$ cat src/rtl/fetch_sequencer_pkg.sv
// Shared definitions for the processor front end: word width, fetch states
// and the program-counter increment helper.
package fetch_sequencer_pkg;

    localparam int WORD_W       = 12;
    localparam int STROBE_CNT_W = 3;

    typedef logic [WORD_W-1:0] word_t;

    typedef enum logic [1:0] {
        ST_IDLE   = 2'd0,
        ST_REQ    = 2'd1,
        ST_STROBE = 2'd2,
        ST_EXEC   = 2'd3
    } fetch_state_e;

    // 12-bit increment; 7777 octal wraps to 0000 through natural truncation.
    function automatic word_t pc_incr(input word_t pc_in);
        return pc_in + word_t'(1);
    endfunction

endpackage

$ cat src/rtl/fetch_sequencer_strobe_timer.sv
// Strobe-width timer: after a start pulse, holds active high for len cycles.
// o_last flags the final active cycle so the sequencer can leave STROBE on time.
module strobe_timer
    import fetch_sequencer_pkg::*;
(
    input  logic                    i_clk,
    input  logic                    i_rst_n,
    input  logic                    start,
    input  logic [STROBE_CNT_W-1:0] len,
    output logic                    active,
    output logic                    o_last
);

    logic [STROBE_CNT_W-1:0] r_cnt;
    logic                    r_active;

    // Down-counter; active is registered so the strobe output comes straight from a flop.
    always_ff @(posedge i_clk or negedge i_rst_n) begin
        if (!i_rst_n) begin
            r_cnt    <= '0;
            r_active <= 1'b0;
        end else if (start) begin
            r_cnt    <= len;
            r_active <= (len != '0);
        end else if (r_cnt > STROBE_CNT_W'(1)) begin
            r_cnt    <= r_cnt - STROBE_CNT_W'(1);
            r_active <= r_active;
        end else begin
            r_cnt    <= '0;
            r_active <= 1'b0;
        end
    end

    assign active = r_active;
    assign o_last = r_active && (r_cnt == STROBE_CNT_W'(1));

endmodule

$ cat src/rtl/fetch_sequencer.sv
// Instruction fetch sequencer: requests the word at PC, registers it onto the
// instruction bus, strobes ckFetch for STROBE_LEN cycles, then waits for execute.
module fetch_sequencer
    import fetch_sequencer_pkg::*;
#(
    parameter int STROBE_LEN = 2
) (
    input  logic              SYSCLK,
    input  logic              RESET,
    input  logic              run,
    input  logic              pcLoad,
    input  logic [WORD_W-1:0] pcLoadValue,
    output logic              memReq,
    output logic [WORD_W-1:0] memAddr,
    input  logic              memAck,
    input  logic [WORD_W-1:0] memRdata,
    output logic [WORD_W-1:0] busData,
    output logic              ckFetch,
    input  logic              execDone,
    output logic [WORD_W-1:0] pc,
    output logic              busy
);

    localparam logic [STROBE_CNT_W-1:0] LEN_C = STROBE_CNT_W'(STROBE_LEN);

    fetch_state_e r_state;
    fetch_state_e w_state_next;
    word_t        r_pc;
    word_t        w_pc_next;
    word_t        r_mem_addr;
    word_t        r_bus_data;
    logic         r_mem_req;
    logic         r_busy;
    logic         w_bus_load;
    logic         w_tmr_start;
    logic         w_tmr_active;
    logic         w_tmr_last;

    // The first STROBE cycle (timer idle) launches the timer, giving busData
    // one full cycle of setup before ckFetch rises.
    assign w_tmr_start = (r_state == ST_STROBE) && !w_tmr_active;

    strobe_timer u_strobe_timer (
        .i_clk   (SYSCLK),
        .i_rst_n (RESET),
        .start   (w_tmr_start),
        .len     (LEN_C),
        .active  (w_tmr_active),
        .o_last  (w_tmr_last)
    );

    // Next-state, next-PC and bus-load decode.
    always_comb begin
        w_state_next = r_state;
        w_pc_next    = r_pc;
        w_bus_load   = 1'b0;
        case (r_state)
            ST_IDLE: begin
                if (pcLoad) begin
                    w_pc_next = pcLoadValue;
                end else begin
                    w_pc_next = r_pc;
                end
                if (run) begin
                    w_state_next = ST_REQ;
                end else begin
                    w_state_next = ST_IDLE;
                end
            end
            ST_REQ: begin
                if (memAck) begin
                    w_bus_load   = 1'b1;
                    w_pc_next    = pc_incr(r_pc);
                    w_state_next = ST_STROBE;
                end else begin
                    w_state_next = ST_REQ;
                end
            end
            ST_STROBE: begin
                if (w_tmr_last) begin
                    w_state_next = ST_EXEC;
                end else begin
                    w_state_next = ST_STROBE;
                end
            end
            ST_EXEC: begin
                if (pcLoad) begin
                    w_pc_next = pcLoadValue;
                end else begin
                    w_pc_next = r_pc;
                end
                if (execDone && run) begin
                    w_state_next = ST_REQ;
                end else if (execDone) begin
                    w_state_next = ST_IDLE;
                end else begin
                    w_state_next = ST_EXEC;
                end
            end
            default: begin
                w_state_next = ST_IDLE;
            end
        endcase
    end

    // State and PC registers.
    always_ff @(posedge SYSCLK or negedge RESET) begin
        if (!RESET) begin
            r_state <= ST_IDLE;
            r_pc    <= '0;
        end else begin
            r_state <= w_state_next;
            r_pc    <= w_pc_next;
        end
    end

    // Output registers are computed from the next state so they line up with it.
    always_ff @(posedge SYSCLK or negedge RESET) begin
        if (!RESET) begin
            r_mem_req  <= 1'b0;
            r_mem_addr <= '0;
            r_busy     <= 1'b0;
        end else begin
            r_mem_req  <= (w_state_next == ST_REQ);
            r_mem_addr <= w_pc_next;
            r_busy     <= (w_state_next != ST_IDLE);
        end
    end

    // Instruction bus holds the fetched word until the next acknowledge.
    always_ff @(posedge SYSCLK or negedge RESET) begin
        if (!RESET) begin
            r_bus_data <= '0;
        end else if (w_bus_load) begin
            r_bus_data <= memRdata;
        end else begin
            r_bus_data <= r_bus_data;
        end
    end

    assign memReq  = r_mem_req;
    assign memAddr = r_mem_addr;
    assign busData = r_bus_data;
    assign ckFetch = w_tmr_active;
    assign pc      = r_pc;
    assign busy    = r_busy;

endmodule

$ cat config.mk
export PLATFORM = sky130hd
export DESIGN_NAME = fetch_sequencer
export DESIGN_NICKNAME = d
export VERILOG_FILES = /design/src/rtl/fetch_sequencer_pkg.sv /design/src/rtl/fetch_sequencer_strobe_timer.sv /design/src/rtl/fetch_sequencer.sv
export SDC_FILE = /design/constraint.sdc
export NUM_CORES = 1
export LEC_CHECK = 0
export ABC_AREA = 1
export CORE_ASPECT_RATIO = 0.9
export CORE_MARGIN = 3
export CORE_UTILIZATION = 49
export CTS_BUF_LIST = sky130_fd_sc_hd__clkbuf_8
export DETAILED_ROUTE_END_ITERATION = 10
export PLACE_DENSITY = 0.88
export SLEW_MARGIN = 30
export SYNTH_ARGS = -nofsm -noshare
export SYNTH_HDL_FRONTEND = slang
export SYNTH_SLANG_ARGS = --single-unit
$ cat constraint.sdc
create_clock -name SYSCLK -period 3.2 [get_ports SYSCLK]
set_clock_uncertainty 0.1 [all_clocks]
set_input_delay 0.64 -clock SYSCLK [delete_from_list [all_inputs] [get_ports SYSCLK]]
set_output_delay 0.64 -clock SYSCLK [all_outputs]
set_load 0.005 [all_outputs]
==> results of run 1 <==
## final cells by class
| cell class | count | area [um2] | share of cell area (%) |
|---|---|---|---|
| repair buffers | 70 | 696 | 27.2 |
| multi-input cells | 136 | 793 | 31.1 |
| flip-flops and latches | 32 | 801 | 31.4 |
| inverters | 22 | 82.6 | 3.23 |
| well taps | 44 | 55.1 | 2.16 |
| clock inverters | 1 | 30.0 | 1.18 |
| clock buffers | 7 | 96.3 | 3.77 |
## layer usage
metal	GRT usage [%]	wire length, um	part of all wire, %
met1	24.9	1780	40
met2	37.3	2340	52
met3	4.31	248	5.5
met4	10.8	106	2.4
met5	0	0	0
## metrics by stage
| step | utilization, % | hold slack, ns | area (um2) | cells |
|---|---|---|---|---|
| after floorplan | - | 0.244 | 1810 | 207 |
| after global placement | 70.3 | 0.352 | 2430 | 304 |
| after detailed placement | 70.3 | 0.360 | 2430 | 304 |
| after CTS | 73.9 | 0.369 | 2550 | 312 |
| after global routing | 73.9 | 0.390 | 2550 | 312 |
| final | 73.9 | 0.368 | 2550 | 312 |
## registers in the layout (all words and copies together), names as in the netlist
register,count
memAddr,12
busData,12
u_strobe_timer.active,1
busy,1
memReq,1
r_state,2
u_strobe_timer.r_cnt,3
## kinds of logic (layout without fill, tap and decap cells)
logic type      after synthesis  count (layout)  synth area share [%]
compound gates               24              24                  8.25
xor+xnor                      3               3                  1.46
fa+ha+maj                     8               8                  5.54
buf+inv                      39             100                  11.7
flops                        32              32                  44.4
mux                          12              12                  7.48
simple gates                 89              89                  21.2
## power groups by stage
stage                     clock network (uW)  registers [uW]  logic [uW]
after floorplan                            0             787         888
after global placement                     0             794        1400
after detailed placement                   0             803        1450
after CTS                                433             799        1470
after global routing                     449             836        1620
final                                    435             801        1460
## how the worst max path moves through the flow
stage            endpoint  slack [ns]  cells after the start
2_1_floorplan  memAddr[7]        1.68                      9
3_3_place_gp   memAddr[2]        1.08                      9
3_5_place_dp   memAddr[2]        0.98                      9
4_1_cts        memAddr[2]        0.94                      9
5_1_grt        memAddr[2]        0.76                      9
6_report       memAddr[2]        0.95                      9
## worst register-to-register path, stage by stage, from the launching register on
cell and delay (ns):
dfrtp_1 0.38, inv_1 0.09, ha_1 0.47, buf_4 0.26, nor2_1 0.07, nor2_1 0.11, nand2_2 0.20, inv_2 0.24
o21ai_0 0.13, o21a_1 0.11
## cells in the final DEF (no fill, tap or decap), drive strengths merged, types with 2 or more instances in the layout
| cell | Yosys | routed |
|---|---|---|
| nand4 | 2 | 2 |
| nand2 | 46 | 46 |
| a21oi | 7 | 7 |
| o21ai | 11 | 11 |
| dfrtp | 32 | 32 |
| clkbuf | 0 | 7 |
| nor2 | 30 | 30 |
| mux2 | 12 | 12 |
| xnor2 | 3 | 3 |
| clkdlybuf4s50 | 0 | 68 |
| ha | 8 | 8 |
| buf | 17 | 2 |
| inv | 22 | 22 |
| nand3 | 10 | 10 |
| o21bai | 3 | 3 |
==> impl_metrics.env, run 1 <==
export IMPL_synth_edf_count=0
export IMPL_syn_avg_cell_area_um2=8.72
export IMPL_cts_resized=0
export IMPL_fillers=253
export IMPL_arrival_ns=2.35
export IMPL_synth_ff_type="dfrtp_1"
export IMPL_clkLatencyLatePin_ns=0.30
export IMPL_cp_buffers_inverters=3
export IMPL_cap_violations=0
export IMPL_grt_pass1_wl_um=7470
export IMPL_hp_start="u_strobe_timer.r_cnt[0]"
export IMPL_setup_worst_path_start_class="flop"
export IMPL_core_um2=3450
export IMPL_crit_required_ns=3.29
export IMPL_pin_count=69
export IMPL_viasPerCell=5.06
export IMPL_grt_overflow_total=0
export IMPL_yosys_warnings=0
export IMPL_layout_drive_gt1_share_pct=11.9
export IMPL_synth_area_um2=1810
export IMPL_criticalPathCategory="reg -> reg"
export IMPL_synth_cell_types=25
export IMPL_p_leak_uw=0.00118
export IMPL_chipHeight_um=63.6
export IMPL_critPathCaptureType="flop"
export IMPL_grt_usage_pct=21.4
export IMPL_seq_area_frac_synth_pct=44.4
export IMPL_drt_iter0_drc=84
export IMPL_nets=305
export IMPL_status="complete, no violations"
export IMPL_max_stage_delay_ns=0.47
export IMPL_dieWidth_um=70.0
export IMPL_dp_hpwl_um=3190
export IMPL_grt_max_degree=33
export IMPL_clk_root_buffer_cell="clkbuf_8"
export IMPL_drc=0
export IMPL_diodes=0
export IMPL_path_common_cell="nor2_1"
export IMPL_postRouteAntennaNets=0
export IMPL_clkPwrFrac_pct=16.1
export IMPL_hold_depth=1
export IMPL_ctsHoldBuffers=0
export IMPL_sequentialPowerShare_pct=29.7
export IMPL_relSlewSlack_pct=64.2
export IMPL_h_tree_depth=2
export IMPL_holdPathEnd="u_strobe_timer.r_cnt[0]"
export IMPL_power_density_nw_per_um2=1060
export IMPL_r2r_slack_ns=0.95
export IMPL_cts_num_sinks=32
export IMPL_worst_pin_slew_ns=0.536
export IMPL_vias=1580
export IMPL_cts_tree="yes"
export IMPL_path_cells="inv_1, ha_1, buf_4, nor2_1, nor2_1, nand2_2, inv_2, o21ai_0, o21a_1"
export IMPL_place_congestion=0.782
export IMPL_drt_total_wl_um=4480
export IMPL_ys_ff_latch=32
export IMPL_hold_violations=0
export IMPL_p_comb_share_pct=54.2
export IMPL_synth_top_area_share_pct=44.4
export IMPL_synthCells=207
export IMPL_wl_per_cell_um=14.3
export IMPL_path_max_fanout=14
export IMPL_antenna_found_initial=0
export IMPL_cts_buffers=5
export IMPL_hp_class="reg -> reg"
export IMPL_switchingPower_uw=1030
export IMPL_startpoint="r_state[0]"
export IMPL_r2r_end="memAddr[2]"
export IMPL_synth_top_area_cell="dfrtp_1"
export IMPL_first_pass_iters=4
export IMPL_synth_fp_nets=245
export IMPL_post_route_min_period_ns=2.25
export IMPL_p_sw_share_pct=38.1
export IMPL_rsz0062_at_grt="no"
export IMPL_area_growth_pct=41.4
export IMPL_clockBufferDepth=2
export IMPL_port_buffers=68
export IMPL_r2r_start="r_state[0]"
export IMPL_peakVddDrop_mv=0.604
export IMPL_dpl_worst_slack_ns=0.975
export IMPL_clock_fmax_mhz=444
export IMPL_layout_setup_ws_ns=0.946
export IMPL_setup_viol=0
export IMPL_slowest_stage="ha_1"
export IMPL_synth_common_cells="43 x nand2_1, 32 x dfrtp_1, 28 x nor2_1, 21 x inv_1, 15 x buf_4"
export IMPL_cpLargestDelayFamily="buffers and inverters"
export IMPL_r2r_cells=9
export IMPL_clk_pin_slew_ns=0.07
export IMPL_synthTopCellsByArea="dfrtp_1 44%, nand2_1 8.9%, mux2_2 7.5%"
export IMPL_setup_tns_ns=0
export IMPL_synth_most_common_cell="nand2_1"
export IMPL_initial_core_util_pct=52.3
export IMPL_intPower_uw=1670
export IMPL_slew_violations=0
export IMPL_postCtsSetupRepairBufs=0
export IMPL_total_power_uw=2700
export IMPL_async_flop_share_pct=100
export IMPL_grt_pass1_vias=1620
export IMPL_dieArea_um2=4450
export IMPL_period_share_pct=70.4
export IMPL_num_rows=20
(Power assumes the default switching activity.)
==> run 2, diff against run 1 <==
Settings changed: CORE_UTILIZATION 49 to 41, PLACE_DENSITY 0.88 to 0.78.
Clock period 3.2 ns to 1.9 ns, I/O delays scaled along.
==> impl_metrics.env, run 2 (synthesized netlist as in run 1, its figures left out) <==
export IMPL_r2r_start="r_state[0]"
export IMPL_max_stage_delay_ns=0.55
export IMPL_placedCellCount=323
export IMPL_grt_max_degree=33
export IMPL_dpl_worst_slack_ns=0.156
export IMPL_p_leak_uw=0.00119
export IMPL_cts_tree="yes"
export IMPL_antenna_found_initial=0
export IMPL_cp_buffers_inverters=1
export IMPL_h_tree_depth=2
export IMPL_relSlewSlack_pct=73.3
export IMPL_multi_input_area_um2=793
export IMPL_dp_hpwl_um=3080
export IMPL_clkLatencyLatePin_ns=0.27
export IMPL_period_share_pct=93.7
export IMPL_slew_violations=0
export IMPL_hold_violations=0
export IMPL_cts_buffers=5
export IMPL_hold_depth=1
export IMPL_status="complete, no violations"
export IMPL_final_common_cell="clkdlybuf4s50_1"
export IMPL_cts_resized=0
export IMPL_layout_setup_ws_ns=0.119
export IMPL_viasPerCell=4.55
export IMPL_utilization_pct=62.0
export IMPL_crit_cells=1
export IMPL_num_rows=22
export IMPL_setup_tns_ns=0
export IMPL_postCtsSetupRepairBufs=0
export IMPL_vias=1507
export IMPL_area_growth_pct=42.8
export IMPL_clock_fmax_mhz=562
export IMPL_clk_pin_slew_ns=0.07
export IMPL_r2r_end="memAddr[2]"
export IMPL_r2r_cells=8
export IMPL_path_max_fanout=6
export IMPL_pin_count=69
export IMPL_cpLargestDelayFamily="buffers and inverters"
export IMPL_post_route_min_period_ns=1.78
export IMPL_core_um2=4160
export IMPL_wl_per_cell_um=12.0
export IMPL_place_congestion=0.822
export IMPL_critPathCaptureType="output port"
export IMPL_arrival_ns=1.30
export IMPL_slowest_stage="clkdlybuf4s50_1"
export IMPL_drt_total_wl_um=3960
export IMPL_hp_start="u_strobe_timer.r_cnt[0]"
export IMPL_grt_pass1_wl_um=6960
export IMPL_port_buffers=68
export IMPL_diodes=0
export IMPL_path_cells="clkdlybuf4s50_1"
export IMPL_worst_pin_slew_ns=0.396
export IMPL_final_cells=331
export IMPL_chipHeight_um=69.0
export IMPL_first_pass_iters=4
export IMPL_grt_usage_pct=16.5
export IMPL_cap_violations=0
export IMPL_nets=308
export IMPL_initial_core_util_pct=43.4
export IMPL_mostFrequentLayoutCells="68 x clkdlybuf4s50_1, 43 x nand2_1, 32 x dfrtp_1"
export IMPL_postRouteAntennaNets=0
export IMPL_clk_root_buffer_cell="clkbuf_8"
export IMPL_regArea_um2=801
export IMPL_layout_drive_gt1_share_pct=12.9
export IMPL_grt_pass1_vias=1517
export IMPL_fillers=366
export IMPL_power_density_nw_per_um2=1700
export IMPL_criticalPathCategory="reg -> out"
export IMPL_ctsHoldBuffers=0
export IMPL_drc=0
export IMPL_crit_required_ns=1.42
export IMPL_dieWidth_um=76.0
export IMPL_grt_overflow_total=0
export IMPL_rsz0062_at_grt="no"
export IMPL_dieArea_um2=5240
export IMPL_setup_viol=0
export IMPL_cts_num_sinks=32
export IMPL_clockBufferDepth=2
export IMPL_drt_iter0_drc=120
export IMPL_peakVddDrop_mv=0.874
export IMPL_holdWs_ns=0.356
export IMPL_hp_class="reg -> reg"
export IMPL_r2r_slack_ns=0.17
export IMPL_holdPathEnd="u_strobe_timer.r_cnt[0]"
export IMPL_setup_worst_path_start_class="flop"
## run 2: worst max-delay path by stage
| stage | start | end | slack [ns] |
|---|---|---|---|
| after floorplan | r_state[0] | memAddr[7] | 0.38 |
| after global placement | pcLoad | memAddr[2] | 0.21 |
| after detailed placement | pcLoad | memAddr[2] | 0.16 |
| after CTS | memAddr[4] | memAddr[4] | 0.11 |
| after global routing | r_state[0] | memAddr[8] | 0.007 |
| final | memAddr[4] | memAddr[4] | 0.12 |
## run 2: metrics by stage
step	total power (uW)	cell area, um2
4_1_cts	4410	2570
2_1_floorplan	2820	1810
3_3_place_gp	3800	2480
3_5_place_dp	3860	2480
5_1_grt	4800	2580
6_report	4380	2580
## run 2: layout make-up
class	count	area share [%]
clock buffers	6	3.20
clock inverters	2	0.388
inverters	22	3.30
multi-input cells	136	30.8
flip-flops and latches	32	31.1
well taps	60	2.91
repair buffers	73	28.3
## run 2: report_power, final
| part | leakage, uW | internal (uW) | switching, uW | total [uW] |
|---|---|---|---|---|
| clock | 0.0000510 | 289 | 245 | 534 |
| sequential | 0.000380 | 1030 | 310 | 1340 |
| combinational | 0.000757 | 1380 | 1120 | 2500 |
## run 2: per-layer routing
metal / up-vias / routed length (um) / global-route usage [%]
li1: 770 / - / -
met1: 688 / 1860 / 21.7
met2: 47 / 1840 / 28.1
met3: 2 / 219 / 3.25
met4: 0 / 36 / 5.20
met5: - / 0 / 0
==> run 3, diff against run 2 <==
Settings changed: CORE_ASPECT_RATIO 0.9 to not set, GPL_ROUTABILITY_DRIVEN set to 0.
==> impl_metrics.env, run 3 (synthesized netlist as in run 1, its figures left out) <==
export IMPL_cts_tree="yes"
export IMPL_h_tree_depth=2
export IMPL_area_growth_pct=42.6
export IMPL_grt_overflow_total=0
export IMPL_startpoint="memAddr[2]"
export IMPL_p_leak_uw=0.00119
export IMPL_fillers=369
export IMPL_drt_total_wl_um=4080
export IMPL_dieWidth_um=72.4
export IMPL_switchingPower_uw=1680
export IMPL_post_route_min_period_ns=1.77
export IMPL_rsz0062_at_grt="no"
export IMPL_placedCellCount=313
export IMPL_postCtsSetupRepairBufs=0
export IMPL_chipHeight_um=72.4
export IMPL_clk_pin_slew_ns=0.06
export IMPL_setup_worst_path_start_class="flop"
export IMPL_grt_busiest_layer="met2"
export IMPL_cap_violations=0
export IMPL_grtUsageMet1_pct=20.7
export IMPL_core_um2=4120
export IMPL_multi_input_area_um2=806
export IMPL_initial_core_util_pct=43.9
export IMPL_grt_pass1_vias=1522
export IMPL_antenna_found_initial=0
export IMPL_dp_hpwl_um=3090
export IMPL_setup_tns_ns=0
export IMPL_clock_fmax_mhz=563
export IMPL_wl_per_cell_um=12.7
export IMPL_pin_count=69
export IMPL_criticalPathCategory="reg -> out"
export IMPL_holdPathEnd="u_strobe_timer.r_cnt[0]"
export IMPL_r2r_cells=10
export IMPL_critPathCaptureType="output port"
export IMPL_mostFrequentLayoutCells="68 x clkdlybuf4s50_1, 43 x nand2_1, 32 x dfrtp_1"
export IMPL_grt_use_met2_pct=26.8
export IMPL_grt_util_met3_pct=6.37
export IMPL_arrival_ns=1.29
export IMPL_clk_root_buffer_cell="clkbuf_8"
export IMPL_cts_resized=0
export IMPL_final_cells=321
export IMPL_sequentialPowerShare_pct=30.3
export IMPL_cpLargestDelayFamily="buffers and inverters"
export IMPL_cts_buffers=5
export IMPL_r2r_end="memAddr[8]"
export IMPL_r2r_start="r_state[0]"
export IMPL_hp_class="reg -> reg"
export IMPL_clockBufferDepth=2
export IMPL_vias=1539
export IMPL_first_pass_iters=4
export IMPL_drt_iter0_drc=88
export IMPL_num_rows=23
export IMPL_crit_required_ns=1.42
export IMPL_cp_buffers_inverters=1
export IMPL_grt_usage_pct=16.6
export IMPL_grt_pass1_wl_um=6830
export IMPL_cts_num_sinks=32
export IMPL_r2r_slack_ns=0.19
export IMPL_holdWs_ns=0.369
export IMPL_relSlewSlack_pct=72.7
export IMPL_slowest_stage="clkdlybuf4s50_1"
export IMPL_regArea_um2=801
export IMPL_path_cells="clkdlybuf4s50_1"
export IMPL_postRouteAntennaNets=0
export IMPL_port_buffers=68
export IMPL_max_stage_delay_ns=0.55
export IMPL_ctsHoldBuffers=0
export IMPL_period_share_pct=93.4
export IMPL_clkPwrFrac_pct=12.1
export IMPL_peakVddDrop_mv=0.862
export IMPL_grt_max_degree=33
export IMPL_hp_start="u_strobe_timer.r_cnt[0]"
export IMPL_drc=0
export IMPL_p_sw_share_pct=38.0
export IMPL_final_common_cell="clkdlybuf4s50_1"
export IMPL_layout_drive_gt1_share_pct=13.3
export IMPL_p_comb_share_pct=57.6
export IMPL_clkLatencyLatePin_ns=0.28
export IMPL_power_density_nw_per_um2=1720
export IMPL_setup_viol=0
export IMPL_hold_depth=1
export IMPL_intPower_uw=2750
export IMPL_diodes=0
export IMPL_worst_pin_slew_ns=0.410
export IMPL_viasPerCell=4.79
export IMPL_hold_violations=0
export IMPL_dieArea_um2=5240
export IMPL_nets=308
export IMPL_slew_violations=0
export IMPL_path_max_fanout=7
export IMPL_status="complete, no violations"
run 3: cell types whose count changed in the layout (fill, tap and decap cells not counted):
| cell | change |
|---|---|
| ha_4 | +1 |
| ha_1 | -1 |
| inv_4 | -1 |
| inv_2 | +1 |
run 3: layout make-up:
type	count	share of cell area (%)
Multi-Input combinational cell	136	31.3
Sequential cell	32	31.1
Timing Repair Buffer	73	28.4
Clock buffer	6	3.21
Inverter	22	3.21
Tap cell	50	2.43
Clock inverter	2	0.389
run 3: through the flow:
stage                     worst slack [ns]  cell area [um2]  power [uW]  utilization [%]
after detailed placement             0.139             2470        3880             60.0
after global placement               0.179             2470        3820             60.0
after CTS                            0.109             2560        4440             62.3
after global routing                0.0425             2570        4830             62.6
final                                0.125             2570        4430             62.6
after floorplan                      0.385             1810        2820                -
run 3: worst max path at each step:
| stage | endpoint | cells after the start |
|---|---|---|
| 2_1_floorplan | memAddr[7] | 9 |
| 3_3_place_gp | memAddr[2] | 7 |
| 3_5_place_dp | memAddr[2] | 7 |
| 4_1_cts | pc[0] | 1 |
| 5_1_grt | memAddr[6] | 10 |
| 6_report | memAddr[2] | 1 |
run 3: per-layer routing:
| layer | vias up | share of wire [%] |
|---|---|---|
| li1 | 767 | - |
| met1 | 717 | 42 |
| met2 | 53 | 48 |
| met3 | 2 | 9.3 |
| met4 | 0 | 0.42 |
| met5 | - | 0 |
run 3: power groups by stage:
stage	Sequential [uW]	Clock [uW]	Combinational, uW
finish	1340	534	2550
global route	1400	583	2850
CTS	1340	552	2550
detailed placement	1360	0	2530
global placement	1340	0	2480
floorplan	1330	0	1500
